[config.mk]
export PLATFORM = sky130hd
export DESIGN_NAME = fmac_ipcs_fifo_wr_arb_flat
export DESIGN_NICKNAME = d
export VERILOG_FILES = /design/src/rtl/fmac_ipcs_fifo_wr_arb_if.sv /design/src/rtl/fmac_ipcs_fifo_wr_arb.sv /design/src/flat_wrapper.sv
export SDC_FILE = /design/constraint.sdc
export NUM_CORES = 1
export LEC_CHECK = 0
export CAP_MARGIN = 20
export CORE_MARGIN = 4
export CORE_UTILIZATION = 46
export DETAILED_ROUTE_END_ITERATION = 6
export PLACE_DENSITY = 0.87
export SETUP_SLACK_MARGIN = 0.5
export SYNTH_ARGS = -nofsm -noshare
export SYNTH_HDL_FRONTEND = slang
export SYNTH_SLANG_ARGS = --single-unit
[constraint.sdc]
create_clock -name clk -period 6.5 [get_ports clk]
set_clock_uncertainty 0.15 [all_clocks]
set_input_delay 0.65 -clock clk [delete_from_list [all_inputs] [get_ports clk]]
set_output_delay 0.65 -clock clk [all_outputs]
set_load 0.02 [all_outputs]
[src/rtl/fmac_ipcs_fifo_wr_arb_if.sv]
// Packet source link into the IPCS FIFO write arbiter: request, length, data beat and handshake.
// Latency: none (wires only).
// Backpressure: rdy gates each data word; rej pulses when a request is refused.
interface fmac_ipcs_fifo_wr_arb_if #(
    parameter int WIDTH = 64,
    parameter int PTR   = 9
);
    logic             req;
    logic [PTR:0]     len;
    logic             vld;
    logic [WIDTH-1:0] data;
    logic             eop;
    logic             rdy;
    logic             rej;

    modport master (output req, len, vld, data, eop, input rdy, rej);
    modport slave  (input req, len, vld, data, eop, output rdy, rej);
endinterface

[src/rtl/fmac_ipcs_fifo_wr_arb.sv]
// Packet-atomic round-robin arbiter sharing the IPCS data FIFO write port between two sources.
// Latency: grant one cycle after req sampled in IDLE; accepted word reaches the FIFO one cycle later.
// Backpressure: a packet is granted only when the FIFO has room for all of it; waiting sources keep req high.
module fmac_ipcs_fifo_wr_arb #(
    parameter int WIDTH   = 64,
    parameter int PTR     = 9,
    parameter int MAX_LEN = 256,
    parameter int SETTLE  = 2
) (
    input  logic                   clk,
    input  logic                   reset,
    fmac_ipcs_fifo_wr_arb_if.slave rq0,
    fmac_ipcs_fifo_wr_arb_if.slave rq1,
    input  logic [PTR:0]           fifo_wrusedw,
    input  logic                   fifo_wrfull,
    output logic                   fifo_wrreq,
    output logic [WIDTH-1:0]       fifo_data,
    output logic [1:0]             grant,
    output logic                   len_err,
    output logic                   ovf_err,
    output logic [15:0]            pkt_cnt0,
    output logic [15:0]            pkt_cnt1
);
    localparam int DEPTH = 2 ** PTR;
    localparam int SW    = (SETTLE > 1) ? $clog2(SETTLE) : 1;

    typedef enum logic [1:0] {ST_IDLE, ST_XFER, ST_SETTLE} state_t;

    state_t          state;
    logic [PTR:0]    cnt;
    logic [SW-1:0]   scnt;
    logic            last_grant;   // 0: rq0 won last, 1: rq1 won last
    logic            rej0;
    logic            rej1;

    logic [PTR+1:0]  space;
    logic            legal0;
    logic            legal1;
    logic            elig0;
    logic            elig1;
    logic            acc;
    logic [WIDTH-1:0] sel_data;
    logic            sel_eop;

    // Free FIFO room computed one bit wider so a full FIFO never wraps to a large value.
    assign space  = (PTR+2)'(DEPTH) - {1'b0, fifo_wrusedw};
    assign legal0 = (rq0.len != '0) && ({1'b0, rq0.len} <= (PTR+2)'(MAX_LEN));
    assign legal1 = (rq1.len != '0) && ({1'b0, rq1.len} <= (PTR+2)'(MAX_LEN));
    assign elig0  = rq0.req && legal0 && ({1'b0, rq0.len} <= space);
    assign elig1  = rq1.req && legal1 && ({1'b0, rq1.len} <= space);

    // grant is only non-zero in XFER, so rdy follows it directly.
    assign rq0.rdy  = grant[0];
    assign rq1.rdy  = grant[1];
    assign rq0.rej  = rej0;
    assign rq1.rej  = rej1;

    assign acc      = (grant[0] & rq0.vld) | (grant[1] & rq1.vld);
    assign sel_data = grant[1] ? rq1.data : rq0.data;
    assign sel_eop  = grant[1] ? rq1.eop  : rq0.eop;

    // Arbitration FSM with registered grant, write strobe, error flags and packet counters.
    always_ff @(posedge clk) begin
        if (reset) begin
            state      <= ST_IDLE;
            cnt        <= '0;
            scnt       <= '0;
            last_grant <= 1'b1;
            grant      <= 2'b00;
            rej0       <= 1'b0;
            rej1       <= 1'b0;
            fifo_wrreq <= 1'b0;
            fifo_data  <= '0;
            len_err    <= 1'b0;
            ovf_err    <= 1'b0;
            pkt_cnt0   <= '0;
            pkt_cnt1   <= '0;
        end else begin
            fifo_wrreq <= 1'b0;
            rej0       <= 1'b0;
            rej1       <= 1'b0;
            if (fifo_wrfull && fifo_wrreq) begin
                ovf_err <= 1'b1;
            end
            case (state)
                ST_IDLE: begin
                    // Refuse a bad length once; the source drops req on seeing rej.
                    if (rq0.req && !legal0 && !rej0) begin
                        rej0    <= 1'b1;
                        len_err <= 1'b1;
                    end
                    if (rq1.req && !legal1 && !rej1) begin
                        rej1    <= 1'b1;
                        len_err <= 1'b1;
                    end
                    if (elig0 && (!elig1 || last_grant)) begin
                        grant      <= 2'b01;
                        cnt        <= rq0.len;
                        last_grant <= 1'b0;
                        state      <= ST_XFER;
                    end else if (elig1) begin
                        grant      <= 2'b10;
                        cnt        <= rq1.len;
                        last_grant <= 1'b1;
                        state      <= ST_XFER;
                    end
                end
                ST_XFER: begin
                    if (acc) begin
                        fifo_wrreq <= 1'b1;
                        fifo_data  <= sel_data;
                        cnt        <= cnt - (PTR+1)'(1);
                        // The length counter, not eop, decides where the packet ends.
                        if (sel_eop != (cnt == (PTR+1)'(1))) begin
                            len_err <= 1'b1;
                        end
                        if (cnt == (PTR+1)'(1)) begin
                            state <= ST_SETTLE;
                            grant <= 2'b00;
                            scnt  <= '0;
                            if (grant[0]) begin
                                pkt_cnt0 <= pkt_cnt0 + 16'd1;
                            end else begin
                                pkt_cnt1 <= pkt_cnt1 + 16'd1;
                            end
                        end
                    end
                end
                ST_SETTLE: begin
                    // Give wrusedw time to account for the final write before re-arbitrating.
                    if (scnt == SW'(SETTLE - 1)) begin
                        state <= ST_IDLE;
                    end else begin
                        scnt <= scnt + SW'(1);
                    end
                end
                default: state <= ST_IDLE;
            endcase
        end
    end
endmodule

[src/flat_wrapper.sv]
// flat-port wrapper written by rule: the top's interface ports become plain ports
module fmac_ipcs_fifo_wr_arb_flat 
#(
    parameter int WIDTH   = 64,
    parameter int PTR     = 9,
    parameter int MAX_LEN = 256,
    parameter int SETTLE  = 2
)
  (clk, reset, fifo_wrusedw, fifo_wrfull, fifo_wrreq, fifo_data, grant, len_err, ovf_err, pkt_cnt0, pkt_cnt1, rq0_req, rq0_len, rq0_vld, rq0_data, rq0_eop, rq0_rdy, rq0_rej, rq1_req, rq1_len, rq1_vld, rq1_data, rq1_eop, rq1_rdy, rq1_rej);
  fmac_ipcs_fifo_wr_arb_if #(.WIDTH(WIDTH), .PTR(PTR)) rq0_i ();
  fmac_ipcs_fifo_wr_arb_if #(.WIDTH(WIDTH), .PTR(PTR)) rq1_i ();
  input  logic clk;
  input  logic reset;
  input  logic [PTR:0] fifo_wrusedw;
  input  logic fifo_wrfull;
  output logic fifo_wrreq;
  output logic [WIDTH-1:0] fifo_data;
  output logic [1:0] grant;
  output logic len_err;
  output logic ovf_err;
  output logic [15:0] pkt_cnt0;
  output logic [15:0] pkt_cnt1;
  input wire logic [$bits(rq0_i.req)-1:0] rq0_req;
  input wire logic [$bits(rq0_i.len)-1:0] rq0_len;
  input wire logic [$bits(rq0_i.vld)-1:0] rq0_vld;
  input wire logic [$bits(rq0_i.data)-1:0] rq0_data;
  input wire logic [$bits(rq0_i.eop)-1:0] rq0_eop;
  output wire logic [$bits(rq0_i.rdy)-1:0] rq0_rdy;
  output wire logic [$bits(rq0_i.rej)-1:0] rq0_rej;
  input wire logic [$bits(rq1_i.req)-1:0] rq1_req;
  input wire logic [$bits(rq1_i.len)-1:0] rq1_len;
  input wire logic [$bits(rq1_i.vld)-1:0] rq1_vld;
  input wire logic [$bits(rq1_i.data)-1:0] rq1_data;
  input wire logic [$bits(rq1_i.eop)-1:0] rq1_eop;
  output wire logic [$bits(rq1_i.rdy)-1:0] rq1_rdy;
  output wire logic [$bits(rq1_i.rej)-1:0] rq1_rej;
  assign rq0_i.req = rq0_req;
  assign rq0_i.len = rq0_len;
  assign rq0_i.vld = rq0_vld;
  assign rq0_i.data = rq0_data;
  assign rq0_i.eop = rq0_eop;
  assign rq0_rdy = rq0_i.rdy;
  assign rq0_rej = rq0_i.rej;
  assign rq1_i.req = rq1_req;
  assign rq1_i.len = rq1_len;
  assign rq1_i.vld = rq1_vld;
  assign rq1_i.data = rq1_data;
  assign rq1_i.eop = rq1_eop;
  assign rq1_rdy = rq1_i.rdy;
  assign rq1_rej = rq1_i.rej;
  fmac_ipcs_fifo_wr_arb #(.WIDTH(WIDTH), .PTR(PTR), .MAX_LEN(MAX_LEN), .SETTLE(SETTLE)) u_core (.clk(clk), .reset(reset), .rq0(rq0_i), .rq1(rq1_i), .fifo_wrusedw(fifo_wrusedw), .fifo_wrfull(fifo_wrfull), .fifo_wrreq(fifo_wrreq), .fifo_data(fifo_data), .grant(grant), .len_err(len_err), .ovf_err(ovf_err), .pkt_cnt0(pkt_cnt0), .pkt_cnt1(pkt_cnt1));
endmodule
==> results.cfg <==
[finish]
post_route_cells_drive_above_1_share = 0.0631
area_growth_pct = 54.6
num-nets-final = 1139
final-seq-area_um2 = 2350
number_of_fill_cells = 991
finish.cell_count_without_fillers = 1142
insertedDiodeCount = 0
layout.cell_area.non_filler_um2 = 9630
multiInputGateArea_um2 = 3630

[flow_run]
max_cap_violations = 0

[route]
detailroute.via_count = 6071
detail_route.wirelength_um = 18800
first_pass_iters = 4
first_iter_violations = 255
route.detailed.vias_per_inst = 5.32
drc = 0
drtAntennaViolNets = 0
avgRoutedWirePerCell_um = 16.5

[sta]
finalCriticalPeriod_ns = 4.34
worst-slew-pin-transition_ns = 0.764
setup_tns_ns = 0
hold_violations = 0
finalSetupViolations = 0
fmaxAchievable_ghz = 0.230
setup_repair_after_global_routing_missed_its_margin = false
timing.final.crit_share = 0.668
final.setup.worst_slack_ns = 2.16
timing.max_slew.rel_slack = 0.488
drv_slew = 0

[cts]
ctsHtreeMaxLevel = 4
numCtsBuffers = 17
ctsLongestPathBuffers = 2
root_buffer = sky130_fd_sc_hd__clkbuf_16
cts.sinks = 117
postCtsSetupRepairBufs = 0
clk_transition_reported_paths_ns = 0.05
cts_hold_repair.buffers = 0
cts-resized-gates = 0
tritoncts_clock_tree = built
worstSkewPairLatency_ns = 0.41

[placed_design]
placed_cells = 1111
dp_hpwl_um = 14400
preCtsSetupSlack_ns = 1.77
dp_area_um2 = 9000
io_port_bufs = 271
finalWeightedCongestion = 0.876

[setup_path]
r2r_start = u_core.grant[1]
slowest_delay_ns = 0.64
slowest_stage = sky130_fd_sc_hd__nor3_2
critical_path_peak_fanout = 12
criticalPathCategory = in2reg
cp-start-kind = input port
worst_path_dominant_cell_family = simple AND/OR/NAND/NOR gates
worstPathRequired_ns = 6.67
crit_path_end_kind = flop
crit_buf_inv = 1
critical_path_arrival_ns = 4.51
reg2reg_setup_slack_ns = 3.13
worstRegToRegCells = 8
critical_path.cell_chain = clkdlybuf4s50_1, or4_4, nor4_1, xnor2_1, ha_1, o311ai_0, nor3b_2, mux2i_2, a211oi_2, nor3_2, a221oi_1, a211oi_1
worst_r2r_dst = u_core.pkt_cnt1[10]

[synthesis]
netlist_area_um2 = 6230
syn-mean-instance-area_um2 = 8.81
dominantRegCellSynth = sky130_fd_sc_hd__dfxtp_1
synth-seq-cells = 117
netlist_instances = 707
async_reset_ff_frac = 0
synth.yosys.seq_area_share = 0.376
yosysWarnings = 0
synth_enable_flop_cells = 0
synth_fp_nets = 892
yosys.cell_types.count = 61

[grt]
globalRouteOverflowTotal = 0
gr-usage-all-layers = 0.237
grt_start_max_net_pins = 69
grt_first_pass_wirelength_um = 30100
grt_antenna_before_repair = 0
grt_pass1_vias = 5949

[power_and_ir_drop]
power.ir.vdd_worst_v = 0.000191
fin_total_pwr_mw = 2.08
power_leakage_nw = 3.35
power.density_cell_area_nw_per_um2 = 217

[floorplanning]
initial_core_util = 0.470
core_area_um2 = 13200
die_h_um = 124
die_width_um = 124
i_o_pin_count = 272
num_rows = 42
die_area_um2 = 15500

[min_path]
hold_path_startpoint = u_core.len_err
min_delay_path_depth = 2
type_of_the_tightest_min_delay_check = reg2reg
min_to = u_core.len_err

[outcome]
outcome = finished, final reports clean
[how the worst max path moves through the flow]
stage                          from            end  cells after the start
detailed placement  fifo_wrusedw[3]  u_core.cnt[7]                     12
floorplan           fifo_wrusedw[3]  u_core.cnt[7]                     11
finish              fifo_wrusedw[3]  u_core.cnt[7]                     12
global route        fifo_wrusedw[3]  u_core.cnt[7]                     12
global placement    fifo_wrusedw[3]  u_core.cnt[7]                     12
CTS                 fifo_wrusedw[3]  u_core.cnt[7]                     12
[cells by family (layout without fill, tap and decap cells)]
group,Yosys count,in the layout,synth area share
adder cells (fa/ha/maj),19,19,0.0378
AND/OR/NAND/NOR,246,246,0.191
AO/OA/AOI/OAI,151,151,0.179
buffers and inverters,64,323,0.0422
XOR/XNOR,39,39,0.0593
multiplexers,71,71,0.115
flip-flops,117,117,0.376
[worst min-delay path, delay by kind of cell, from the launching register on]
family	cells	cell delay, ns
flops	1	0.33
simple gates	2	0.12
[per-layer routing]
metal	vias up	wire length (um)	track usage
li1	3047	-	-
met1	2762	7540	0.270
met2	232	9540	0.421
met3	30	1360	0.0746
met4	0	396	0.0761
met5	-	0	0
[where the power goes]
| group | switching (mW) | internal [mW] | total (mW) |
|---|---|---|---|
| clock network | 0.321 | 0.660 | 0.981 |
| registers | 0.0216 | 0.735 | 0.757 |
| logic | 0.155 | 0.192 | 0.347 |
[through the flow]
step	hold WS [ns]	util
floorplan	0.298	-
global placement	0.296	0.680
detailed placement	0.306	0.680
CTS	0.330	0.727
global route	0.361	0.727
finish	0.328	0.727
[layout make-up]
class / count / area share
clock buffers: 23 / 0.0528
clock inverters: 8 / 0.0125
inverters: 17 / 0.00663
multi-input cells: 526 / 0.377
flip-flops and latches: 117 / 0.244
well taps: 176 / 0.0229
repair buffers: 275 / 0.285
[flip-flops by register name, indices dropped and copies added, names as in the netlist, 2 cells and up]
register,count
u_core.pkt_cnt0,16
u_core.state,2
u_core.cnt,10
u_core.fifo_data,64
u_core.pkt_cnt1,16
u_core.grant,2
[layout by cell type (no fill, tap or decap), types with 17 or more instances in the layout]
| master | instances |
|---|---|
| sky130_fd_sc_hd__clkdlybuf4s50_1 | 270 |
| sky130_fd_sc_hd__nor2_1 | 124 |
| sky130_fd_sc_hd__dfxtp_1 | 116 |
| sky130_fd_sc_hd__mux2i_1 | 69 |
| sky130_fd_sc_hd__a211oi_1 | 67 |
| sky130_fd_sc_hd__nand2_1 | 30 |
| sky130_fd_sc_hd__xor2_1 | 26 |
| sky130_fd_sc_hd__a21oi_1 | 23 |
| sky130_fd_sc_hd__ha_1 | 18 |
| sky130_fd_sc_hd__inv_1 | 17 |
| sky130_fd_sc_hd__clkbuf_16 | 17 |
[synthesized netlist by cell type, types with 5 or more instances]
cell type	number	area [um2]
sky130_fd_sc_hd__nor3b_1	10	75.1
sky130_fd_sc_hd__a21oi_1	23	115
sky130_fd_sc_hd__a211oi_1	67	503
sky130_fd_sc_hd__o21ai_0	16	80.1
sky130_fd_sc_hd__clkbuf_1	34	128
sky130_fd_sc_hd__nand4_1	8	50.1
sky130_fd_sc_hd__buf_1	6	22.5
sky130_fd_sc_hd__a31oi_1	7	43.8
sky130_fd_sc_hd__or3_1	9	56.3
sky130_fd_sc_hd__xnor2_1	11	96.3
sky130_fd_sc_hd__ha_1	18	225
sky130_fd_sc_hd__nor3_1	11	55.1
sky130_fd_sc_hd__nor2_1	125	469
sky130_fd_sc_hd__inv_1	17	63.8
sky130_fd_sc_hd__xor2_1	26	228
sky130_fd_sc_hd__nand2b_1	6	37.5
sky130_fd_sc_hd__o21a_1	9	67.6
sky130_fd_sc_hd__dfxtp_1	117	2340
sky130_fd_sc_hd__o21ai_1	9	45.0
sky130_fd_sc_hd__and3_1	5	31.3
sky130_fd_sc_hd__nand2_1	30	113
sky130_fd_sc_hd__mux2i_1	69	691
sky130_fd_sc_hd__nor4_1	7	43.8
sky130_fd_sc_hd__nand3_1	13	65.1
(Power assumes the default switching activity.)
